$ cat src/rtl/pic8259_pkg.sv
// Shared types and bit-vector helpers for the 8259 interrupt controller slice.
// The acknowledge sequencer uses these now; the priority resolver will reuse them.
package pic8259_pkg;

  localparam int IRQ_COUNT = 8;
  localparam int IRQ_NUM_W = 3;

  // Vector reported when INTA# arrives with no request pending.
  localparam logic [IRQ_COUNT-1:0] SPURIOUS_IRQ = 8'h80;

  typedef enum logic [1:0] {
    IDLE,
    ACK1,
    WAIT2,
    ACK2
  } ack_state_t;

  function automatic logic [7:0] rotate_right(input logic [7:0] value,
                                              input logic [2:0] amount);
    logic [15:0] shifted;
    shifted = {value, value} >> amount;
    return shifted[7:0];
  endfunction

  function automatic logic [7:0] rotate_left(input logic [7:0] value,
                                             input logic [2:0] amount);
    logic [15:0] shifted;
    shifted = {value, value} << amount;
    return shifted[15:8];
  endfunction

  // Keep only the lowest set bit (two's-complement trick).
  function automatic logic [7:0] resolve_priority(input logic [7:0] value);
    return value & (~value + 8'd1);
  endfunction

  function automatic logic [2:0] bit2num(input logic [7:0] one_hot);
    logic [2:0] num;
    num = '0;
    for (int i = 0; i < 8; i++) begin
      if (one_hot[i]) num = 3'(i);
    end
    return num;
  endfunction

  function automatic logic [7:0] num2bit(input logic [2:0] num);
    logic [7:0] one_hot;
    one_hot = 8'd1 << num;
    return one_hot;
  endfunction

endpackage

$ cat src/rtl/isr_priority_encoder.sv
// Picks the highest-priority set bit of a request/service vector under the
// current rotation. priority_rotate names the lowest-priority IR, so the
// vector is rotated so that IR(priority_rotate+1) lands on bit 0, the lowest
// set bit is isolated, and the result is rotated back.
module isr_priority_encoder
  import pic8259_pkg::*;
(
  input  logic [7:0] isr,
  input  logic [2:0] priority_rotate,
  output logic [7:0] highest_level
);

  logic [2:0] rot_amount;
  logic [7:0] rotated;
  logic [7:0] isolated;

  // Rotate, isolate the winner, undo the rotation.
  always_comb begin
    rot_amount    = priority_rotate + 3'd1;
    rotated       = rotate_right(isr, rot_amount);
    isolated      = resolve_priority(rotated);
    highest_level = rotate_left(isolated, rot_amount);
  end

endmodule

$ cat src/rtl/interrupt_ack_sequencer.sv
// 8259 INTA# acknowledge sequencer and In-Service Register owner.
// First INTA# pulse captures the winning request and sets its ISR bit;
// the second pulse drives the vector byte onto the data bus.
// Optional build macro AUTO_EOI_EN adds the auto_eoi input, which clears the
// acknowledged ISR bit right after the sequence ends.
//
// state | meaning
// IDLE  | waiting for the first INTA# falling edge
// ACK1  | first INTA# low, request captured and ISR bit set
// WAIT2 | between the two INTA# pulses
// ACK2  | second INTA# low, vector byte being driven
module interrupt_ack_sequencer
  import pic8259_pkg::*;
#(
  parameter int IRQ_W      = 8,
  parameter int VEC_BASE_W = 5
) (
  input  logic                  clock,
  input  logic                  reset,
  input  logic                  write_initial_command_word_1,
  input  logic                  interrupt_acknowledge_n,
  input  logic [IRQ_W-1:0]      interrupt,
  input  logic [IRQ_W-1:0]      end_of_interrupt,
  input  logic [2:0]            priority_rotate,
  input  logic [VEC_BASE_W-1:0] interrupt_vector_base,
`ifdef AUTO_EOI_EN
  input  logic                  auto_eoi,
`endif
  output logic                  latch_in_service,
  output logic [IRQ_W-1:0]      acknowledge_interrupt,
  output logic                  end_of_acknowledge_sequence,
  output logic [IRQ_W-1:0]      in_service_register,
  output logic [IRQ_W-1:0]      highest_level_in_service,
  output logic [7:0]            vector_data,
  output logic                  vector_drive_enable
);

  ack_state_t state;

  logic             inta_prev;
  logic             inta_armed;
  logic             inta_fall;
  logic             inta_rise;
  logic             capture_fall;
  logic [IRQ_W-1:0] captured_irq;
  logic [IRQ_W-1:0] set_bits;
  logic [IRQ_W-1:0] auto_clear;
  logic [IRQ_W-1:0] isr_next;

  // INTA# edge detection. inta_armed blocks a "fall" for an INTA# that was
  // already low when reset released; it arms once INTA# is seen high.
  always_comb begin
    inta_fall = inta_prev & ~interrupt_acknowledge_n & inta_armed;
    inta_rise = ~inta_prev & interrupt_acknowledge_n;
  end

  // Request capture and ISR next-value; a set wins over a same-cycle clear.
  always_comb begin
    capture_fall = (state == IDLE) && inta_fall;
    captured_irq = (interrupt == '0) ? SPURIOUS_IRQ : interrupt;
    set_bits     = capture_fall ? interrupt : '0;
`ifdef AUTO_EOI_EN
    auto_clear   = (end_of_acknowledge_sequence && auto_eoi) ? acknowledge_interrupt : '0;
`else
    auto_clear   = '0;
`endif
    isr_next     = (in_service_register & ~(end_of_interrupt | auto_clear)) | set_bits;
  end

  // Track previous INTA# level and whether it has been seen high since reset.
  always_ff @(posedge clock or posedge reset) begin
    if (reset) begin
      inta_prev  <= 1'b1;
      inta_armed <= 1'b0;
    end else begin
      inta_prev <= interrupt_acknowledge_n;
      if (interrupt_acknowledge_n) inta_armed <= 1'b1;
    end
  end

  // Acknowledge FSM with registered outputs and ISR update.
  always_ff @(posedge clock or posedge reset) begin
    if (reset) begin
      state                       <= IDLE;
      acknowledge_interrupt       <= '0;
      in_service_register         <= '0;
      latch_in_service            <= 1'b0;
      end_of_acknowledge_sequence <= 1'b0;
      vector_drive_enable         <= 1'b0;
    end else if (write_initial_command_word_1) begin
      state                       <= IDLE;
      acknowledge_interrupt       <= '0;
      in_service_register         <= '0;
      latch_in_service            <= 1'b0;
      end_of_acknowledge_sequence <= 1'b0;
      vector_drive_enable         <= 1'b0;
    end else begin
      latch_in_service            <= 1'b0;
      end_of_acknowledge_sequence <= 1'b0;
      in_service_register         <= isr_next;
      case (state)
        IDLE: begin
          if (inta_fall) begin
            state                 <= ACK1;
            acknowledge_interrupt <= captured_irq;
            latch_in_service      <= 1'b1;
          end
        end
        ACK1: begin
          if (inta_rise) state <= WAIT2;
        end
        WAIT2: begin
          if (inta_fall) begin
            state               <= ACK2;
            vector_drive_enable <= 1'b1;
          end
        end
        ACK2: begin
          if (inta_rise) begin
            state                       <= IDLE;
            vector_drive_enable         <= 1'b0;
            end_of_acknowledge_sequence <= 1'b1;
          end
        end
        default: state <= IDLE;
      endcase
    end
  end

  // Vector byte follows the held acknowledge; zero when nothing is held.
  always_comb begin
    if (acknowledge_interrupt == '0) begin
      vector_data = '0;
    end else begin
      vector_data = {interrupt_vector_base, bit2num(acknowledge_interrupt)};
    end
  end

  isr_priority_encoder u_isr_priority_encoder (
    .isr             (in_service_register),
    .priority_rotate (priority_rotate),
    .highest_level   (highest_level_in_service)
  );

endmodule

$ cat config.mk
export PLATFORM = sky130hd
export DESIGN_NAME = interrupt_ack_sequencer
export DESIGN_NICKNAME = d
export VERILOG_FILES = /design/src/rtl/pic8259_pkg.sv /design/src/rtl/isr_priority_encoder.sv /design/src/rtl/interrupt_ack_sequencer.sv
export SDC_FILE = /design/constraint.sdc
export NUM_CORES = 1
export LEC_CHECK = 0
export ABC_AREA = 0
export CAP_MARGIN = 40
export CORE_MARGIN = 10
export CORE_UTILIZATION = 47
export DETAILED_ROUTE_END_ITERATION = 6
export GPL_TIMING_DRIVEN = 0
export PLACE_DENSITY = 0.81
export SLEW_MARGIN = 40
export SYNTH_ARGS = -nofsm -noshare
export SYNTH_HDL_FRONTEND = slang
export SYNTH_SLANG_ARGS = --single-unit
$ cat constraint.sdc
create_clock -name clock -period 3.1 [get_ports clock]
set_input_delay 0.31 -clock clock [delete_from_list [all_inputs] [get_ports clock]]
set_output_delay 0.31 -clock clock [all_outputs]
set_load 0.01 [all_outputs]
==> results by group, run 1 <==
Layout
  – Share of post-route cells with drive strength above 1: 0.192
  – Design area: 2940 µm²
  – Nets@finish: 351
  – Synthesis-to-layout area growth: 46.4%
  – Number of diodes: 0
  – Final core utilization: 0.725
  – Fillcell total: 319

Synthesis
  – Combinational family with the most area after synthesis: simple AND/OR/NAND/NOR gates
  – Syn_area_per_cell: 8.37 µm²
  – Synth area leaders: dfrtp_1 (27%), a21oi_1 (6.5%), nand2_1 (5.6%)
  – Synth cell types: 55
  – Most common cell in the netlist: nand2_1
  – Synth Area in Adders: 0.0312
  – Register area share after synthesis: 0.287
  – Mapped Cells: 240
  – Commonest cells in the netlist: nand2_1 (30), a21oi_1 (26), nor2_1 (24), dfrtp_1 (22), clkbuf_1 (13)
  – Synthesized area: 2010 µm²
  – #FFs+latches synth: 23
  – Number of enable flip-flop cells after synthesis: 0
  – Largest area contributor in the synthesized netlist: dfrtp_1
  – Number of synthesis warnings: 0
  – Mux share of post-synthesis cell area: 0.113
  – Compound-gate portion of the synthesized area: 0.219
  – Post-synth ARST share: 1.00
  – Post-synth top area share: 0.274
  – Ys flop type: dfrtp_1
  – Synth Area in Simple Gates: 0.257
  – Xor/xnor cell area share of the yosys netlist: 0.0349
  – Syn_nets: 273

Routing
  – DRC viols: 0
  – WL/cell: 17.9 µm
  – Final wirelength: 6.57 mm
  – Routed Antenna Nets: 0
  – Pre-Repair DR Iteration Count: 4
  – Initial detailed-routing violation count: 220
  – Via/cell ratio: 5.89
  – Vias: 2161

Placement
  – HPWL reported at the end of detailed placement: 4.67 mm
  – Routability congestion estimate: 0.864
  – Area of placed instances: 2690 µm²
  – PortBufs: 62
  – Pre-CTS setup slack: -0.867 ns

Critical path
  – CP startpoint kind: input pin
  – Worst path required time: 2.79 ns
  – Crit Path Category: in -> out
  – Critical path launch point: priority_rotate[0]
  – Crit path max fanout: 8
  – R2R cell count: 7
  – R2R Path Start: inta_prev
  – CP Capture Type: output pin
  – CP endpoint: highest_level_in_service[2]
  – Worst R2R End: acknowledge_interrupt[7]
  – CP arrival: 2.72 ns
  – Worst R2R Setup Slack: 1.35 ns

Clocking
  – # hold bufs at CTS: 0
  – CTS Sinks: 23
  – Clock transition at path regs: 0.08 ns
  – Root Driver: clkbuf_8
  – Num CTS Buffers: 3
  – Worst skew pair latency: 0.26 ns
  – Worst-case clock buffer depth: 2
  – TritonCTS clock tree: built
  – H-tree depth: 1

Timing
  – Fin crit period: 3.03 ns
  – Final clock skew: 0.00475 ns
  – WHS: 0.378 ns
  – Slew headroom: 0.662
  – Endpoints failing setup: 0
  – Post-route setup TNS: 0 ns
  – Fmax: 0.330 GHz
  – PnR worst setup slack: 0.0738 ns
  – Tightest Pin Transition: 0.507 ns
  – Final Hold Fails: 0
  – Slew Limit Fails: 0
  – Final Cycle Share: 0.976

Power
  – Sw Ratio: 0.384
  – Net Switching: 0.000499 W
  – Sequential share of power: 0.290
  – Internal power: 0.000799 W
  – Pleak: 1.20 nW
  – Clock power frac: 0.142
  – Combinational share of power: 0.568
  – VDD IR max: 0.352 mV
  – Cell area power density: 441 nW/µm²

Floorplan
  – Initial Utilization: 0.495
  – Vert. Die Dim: 85.4 µm
  – Num ports: 63
  – Die area: 7290 µm²
  – Core region area: 4060 µm²
  – Die X: 85.4 µm
  – Row Count: 23

Job
  – Max-cap viol count: 0

Global route
  – GR Overflow Total: 0
  – Global-route wire length before repair: 10.6 mm
  – Initial antenna violation count: 0
  – Vias in the first global route: 2139
  – GRT Total Usage: 0.172
  – Largest net degree at the start of global routing: 24

Hold path
  – Hold crit path type: in -> async

Outcome
  – Outcome: finished clean
-- registers in the layout, indices dropped and copies added (netlist names) --
signal,count
in_service_register,8
end_of_acknowledge_sequence,1
state,2
inta_prev,1
vector_drive_enable,1
latch_in_service,1
acknowledge_interrupt,8
inta_armed,1
-- cell families (layout without fill, tap and decap cells) --
kind of cell / Yosys count / count (layout)
simple gates: 102 / 102
compound gates: 64 / 64
buf+inv: 24 / 101
flops: 23 / 23
mux: 17 / 17
fa+ha+maj: 5 / 5
xor+xnor: 5 / 5
-- metal layers --
layer  vias to the layer above  track usage  part of all wire
met5                         -            0                 0
met2                       120        0.296              0.48
met1                      1008        0.190              0.39
li1                       1009            -                 -
met4                         0       0.0494             0.024
met3                        24       0.0679              0.11
-- critical path, cell delays in order --
cell and delay, ns:
buf_2 0.13, ha_4 0.36, buf_12 0.17, mux2i_4 0.25, nand2_2 0.10, o32ai_4 0.32
nand2_2 0.09, or3b_4 0.40, mux2_4 0.29, mux2i_1 0.14, buf_2 0.16
-- through the flow --
stage / instances / total power (W)
after floorplan: 240 / 0.000777
after CTS: 367 / 0.00129
after global placement: 352 / 0.00103
final: 367 / 0.00130
after detailed placement: 352 / 0.00105
after global routing: 367 / 0.00138
-- worst min-delay path by stage --
stage	depth (start not counted)	endpoint
finish	2	acknowledge_interrupt[4]
global route	2	state[0]
CTS	2	state[1]
detailed placement	1	inta_armed
global placement	1	inta_armed
floorplan	1	acknowledge_interrupt[0]
-- placed cells by master, fill, tap and decap left out, types with 2 or more instances in the layout --
cell	count
inv_1	6
nand4_1	2
nor2_2	2
clkbuf_2	7
a21oi_1	23
nand2b_1	9
mux2i_4	4
nor2_1	22
nor2b_1	4
mux2i_1	7
dfrtp_1	22
clkbuf_1	10
o21ai_0	5
nor3_2	2
a31oi_1	5
buf_4	11
nand2_1	30
and3b_1	2
nor3_1	3
nand3_1	4
clkbuf_8	3
a21oi_2	3
a32oi_1	2
clkdlybuf4s15_1	3
o21bai_1	3
ha_1	4
buf_2	3
a221oi_1	4
o32ai_4	2
clkdlybuf4s50_1	51
xnor2_1	3
nor3b_1	3
nand2_2	2
mux2_4	2
a22oi_1	2
buf_12	2
o31ai_1	2
and2_1	8
-- what timing repair did --
| item | CTS | global route |
|---|---|---|
| gates resized for setup | 52 | 20 |
| pin swaps | 6 | 3 |
| cloned | 1 | 0 |
| endpoints found under the setup margin | 8 | 8 |
| buffers inserted | 10 | 1 |
-- cell type report --
| type | instances | area, µm² | area share |
|---|---|---|---|
| plain buffers | 15 | 87.6 | 0.0298 |
| clock buffers | 4 | 45.0 | 0.0153 |
| multi-input cells | 193 | 1430 | 0.485 |
| repair buffers | 74 | 707 | 0.240 |
| inverters | 8 | 35.0 | 0.0119 |
| well taps | 50 | 62.6 | 0.0213 |
| flip-flops and latches | 23 | 577 | 0.196 |
-- power groups by stage --
stage	logic, W	registers [W]	clock network (W)
floorplan	0.000396	0.000381	0
global placement	0.000654	0.000377	0
detailed placement	0.000667	0.000379	0
CTS	0.000727	0.000375	0.000184
global route	0.000805	0.000381	0.000195
finish	0.000737	0.000376	0.000184
Note: power is estimated with default switching activity, not from simulation.
==> run 2, diff against run 1 <==
- CORE_UTILIZATION: 47 -> 44
- PLACE_DENSITY: 0.81 -> 0.76
==> run 2 against run 1 <==
  * Non-clock buffer count shrank 1
  * Final cell count is 0.27% higher
  * Clock power about the same
  * Setup slack improved by 0.011 ns
  * Critical path depth decreased by 1
  * Maximum frequency rose by 0.37%
  * Sequential power increased by 2%
  * Flip-flop and latch count is the same
  * Via count down 5.0%
  * Critical path type unchanged
  * Die area increased by 5.2%
  * Power shrank 1.0%
  * Cell area shrank 0.30%
==> results by group, run 2 (synthesis gave the netlist of run 1 again) <==
Outcome
  – Outcome: finished clean

Layout
  – Nets@finish: 350 (-0.28%)
  – Final core utilization: 0.669 (-0.0560)
  – Design area: 2930 µm² (-0.30%)
  – Multi-input gate area: 1420 µm² (-0.26%)
  – Fillcell total: 366 (+15%)
  – Share of post-route cells with drive strength above 1: 0.187 (-0.00572)
  – Most frequent cells in the layout: clkdlybuf4s50_1 (51), nand2_1 (30), a21oi_1 (23)
  – Number of diodes: 0 (unchanged)
  – Most common cell after layout, fill and taps aside: clkdlybuf4s50_1
  – Largest regs: acknowledge_interrupt: 8 flops, in_service_register: 8 flops, state: 2 flops
  – Reg area: 577 µm² (unchanged)
  – Synthesis-to-layout area growth: 46.0%
  – Final instance count without filler cells: 368 (+0.27%)

Floorplan
  – Die area: 7670 µm² (+5.2%)
  – Initial Utilization: 0.458 (-0.0369)
  – Vert. Die Dim: 87.6 µm (+2.6%)
  – Die X: 87.6 µm (+2.6%)
  – Core region area: 4380 µm² (+8.0%)
  – Row Count: 24 (+4.3%)
  – Num ports: 63 (unchanged)

Placement
  – PortBufs: 62 (unchanged)
  – Routability congestion estimate: 0.886 (+2.5%)
  – Pre-CTS setup slack: -0.828 ns (+0.0384 ns)
  – HPWL reported at the end of detailed placement: 4.48 mm (-4.1%)
  – Post-Place Cells: 354 (+0.57%)
  – Area of placed instances: 2690 µm² (about the same)

Global route
  – Largest net degree at the start of global routing: 24 (unchanged)
  – GR Overflow Total: 0 (unchanged)
  – Met3 GRT Util: 0.0557 (-0.0122)
  – GR met2 Demand/Resource: 0.274 (-0.0218)
  – Met1 usage: 0.179 (-0.0105)
  – GR peak layer: met2
  – Initial antenna violation count: 0 (unchanged)
  – Vias in the first global route: 2224 (+4.0%)
  – Global-route wire length before repair: 10.3 mm (-3.2%)
  – GRT Total Usage: 0.160 (-0.0113)

Routing
  – Routed Antenna Nets: 0 (unchanged)
  – DRC viols: 0 (unchanged)
  – Via/cell ratio: 5.58 (-5.3%)
  – Pre-Repair DR Iteration Count: 4 (unchanged)
  – Vias: 2052 (-5.0%)
  – WL/cell: 17.1 µm (-4.4%)
  – Final wirelength: 6.30 mm (-4.2%)
  – Initial detailed-routing violation count: 166 (-25%)

Power
  – VDD IR max: 0.335 mV (-4.9%)
  – Cell area power density: 438 nW/µm² (-0.71%)
  – Pleak: 1.20 nW (+0.13%)

Critical path
  – Crit Path Category: in -> out
  – CP Capture Type: output pin
  – CP arrival: 2.71 ns (about the same)
  – CP startpoint kind: input pin
  – Worst path required time: 2.79 ns (about the same)
  – Crit path max fanout: 7 (-1)

Timing
  – Fmax: 0.332 GHz (+0.37%)
  – Fin crit period: 3.02 ns (-0.0111 ns)
  – Slew Limit Fails: 0 (unchanged)
  – Endpoints failing setup: 0 (unchanged)
  – Tightest Pin Transition: 0.508 ns (+0.000763 ns)
  – PnR worst setup slack: 0.0849 ns (+0.0111 ns)
  – Final Cycle Share: 0.973 (-0.00358)
  – Slew headroom: 0.661 (about the same)
  – RSZ-0062 raised after global routing: no
  – Final Hold Fails: 0 (unchanged)
  – Final clock skew: 0.00188 ns (-0.00287 ns)
  – WHS: 0.380 ns (+0.00107 ns)

Job
  – Max-cap viol count: 0 (unchanged)

Clocking
  – Root Driver: clkbuf_8
  – TritonCTS clock tree: built
  – Clock transition at path regs: 0.08 ns (about the same)
  – CTS Sinks: 23 (unchanged)
  – Worst-case clock buffer depth: 2 (unchanged)
  – Num CTS Buffers: 3 (unchanged)
  – # hold bufs at CTS: 0 (unchanged)
  – Worst skew pair latency: 0.26 ns (about the same)
  – H-tree depth: 1 (unchanged)

Hold path
  – Hold crit path type: in -> async
[run 2: cell type report]
class / count / area share
Tap cell: 52 / 0.0222
Inverter: 8 / 0.0120
Multi-Input combinational cell: 193 / 0.485
Clock buffer: 4 / 0.0154
Timing Repair Buffer: 75 / 0.242
Sequential cell: 23 / 0.197
Buffer: 13 / 0.0269
[run 2: report_power, final]
group	leakage, nW	switching, W	internal, W
clock	0.0228	0.0000927	0.0000918
sequential	0.307	0.0000474	0.000335
combinational	0.870	0.000349	0.000369
total	1.20	0.000489	0.000796
[run 2: what timing repair did]
item                       4_1_cts  5_1_grt
pin swaps                        9        5
setup buffers                    8        4
setup endpoints to repair        8        8
gates resized for setup         45       19
gates cloned                     1        0
[run 2: worst max-delay path: stages]
cell     delay, ns
buf_2         0.13
ha_4          0.32
mux2_4        0.32
a21o_1        0.19
o32ai_4       0.35
nand2_2       0.10
or3b_4        0.43
mux2_4        0.28
mux2i_1       0.12
buf_2         0.15
[run 2: path summary, 6_finish.rpt]
| path | to | cells past startpoint | from | slack [ns] |
|---|---|---|---|---|
| worst max-delay path | highest_level_in_service[6] | 10 | priority_rotate[0] | 0.08 |
| max in group asynchronous | inta_prev | 2 | reset | 2.37 |
| worst max register to register | acknowledge_interrupt[7] | 7 | inta_prev | 1.42 |
| worst min-delay path | acknowledge_interrupt[4] | 2 | reset | 0.38 |
| min in group clock | inta_armed | 1 | inta_armed | 0.48 |
| worst min register to register | inta_armed | 1 | inta_armed | 0.48 |
[run 2: metal layers]
metal,vias to the layer above,part of all wire
li1,1005,-
met1,962,0.40
met2,75,0.49
met3,10,0.091
met4,0,0.017
met5,-,0
[run 2: per-stage QoR]
step,TNS (ns),power (W)
2_1_floorplan,0,0.000777
3_3_place_gp,-5.56,0.00103
3_5_place_dp,-5.64,0.00104
4_1_cts,0,0.00127
5_1_grt,0,0.00137
6_report,0,0.00128
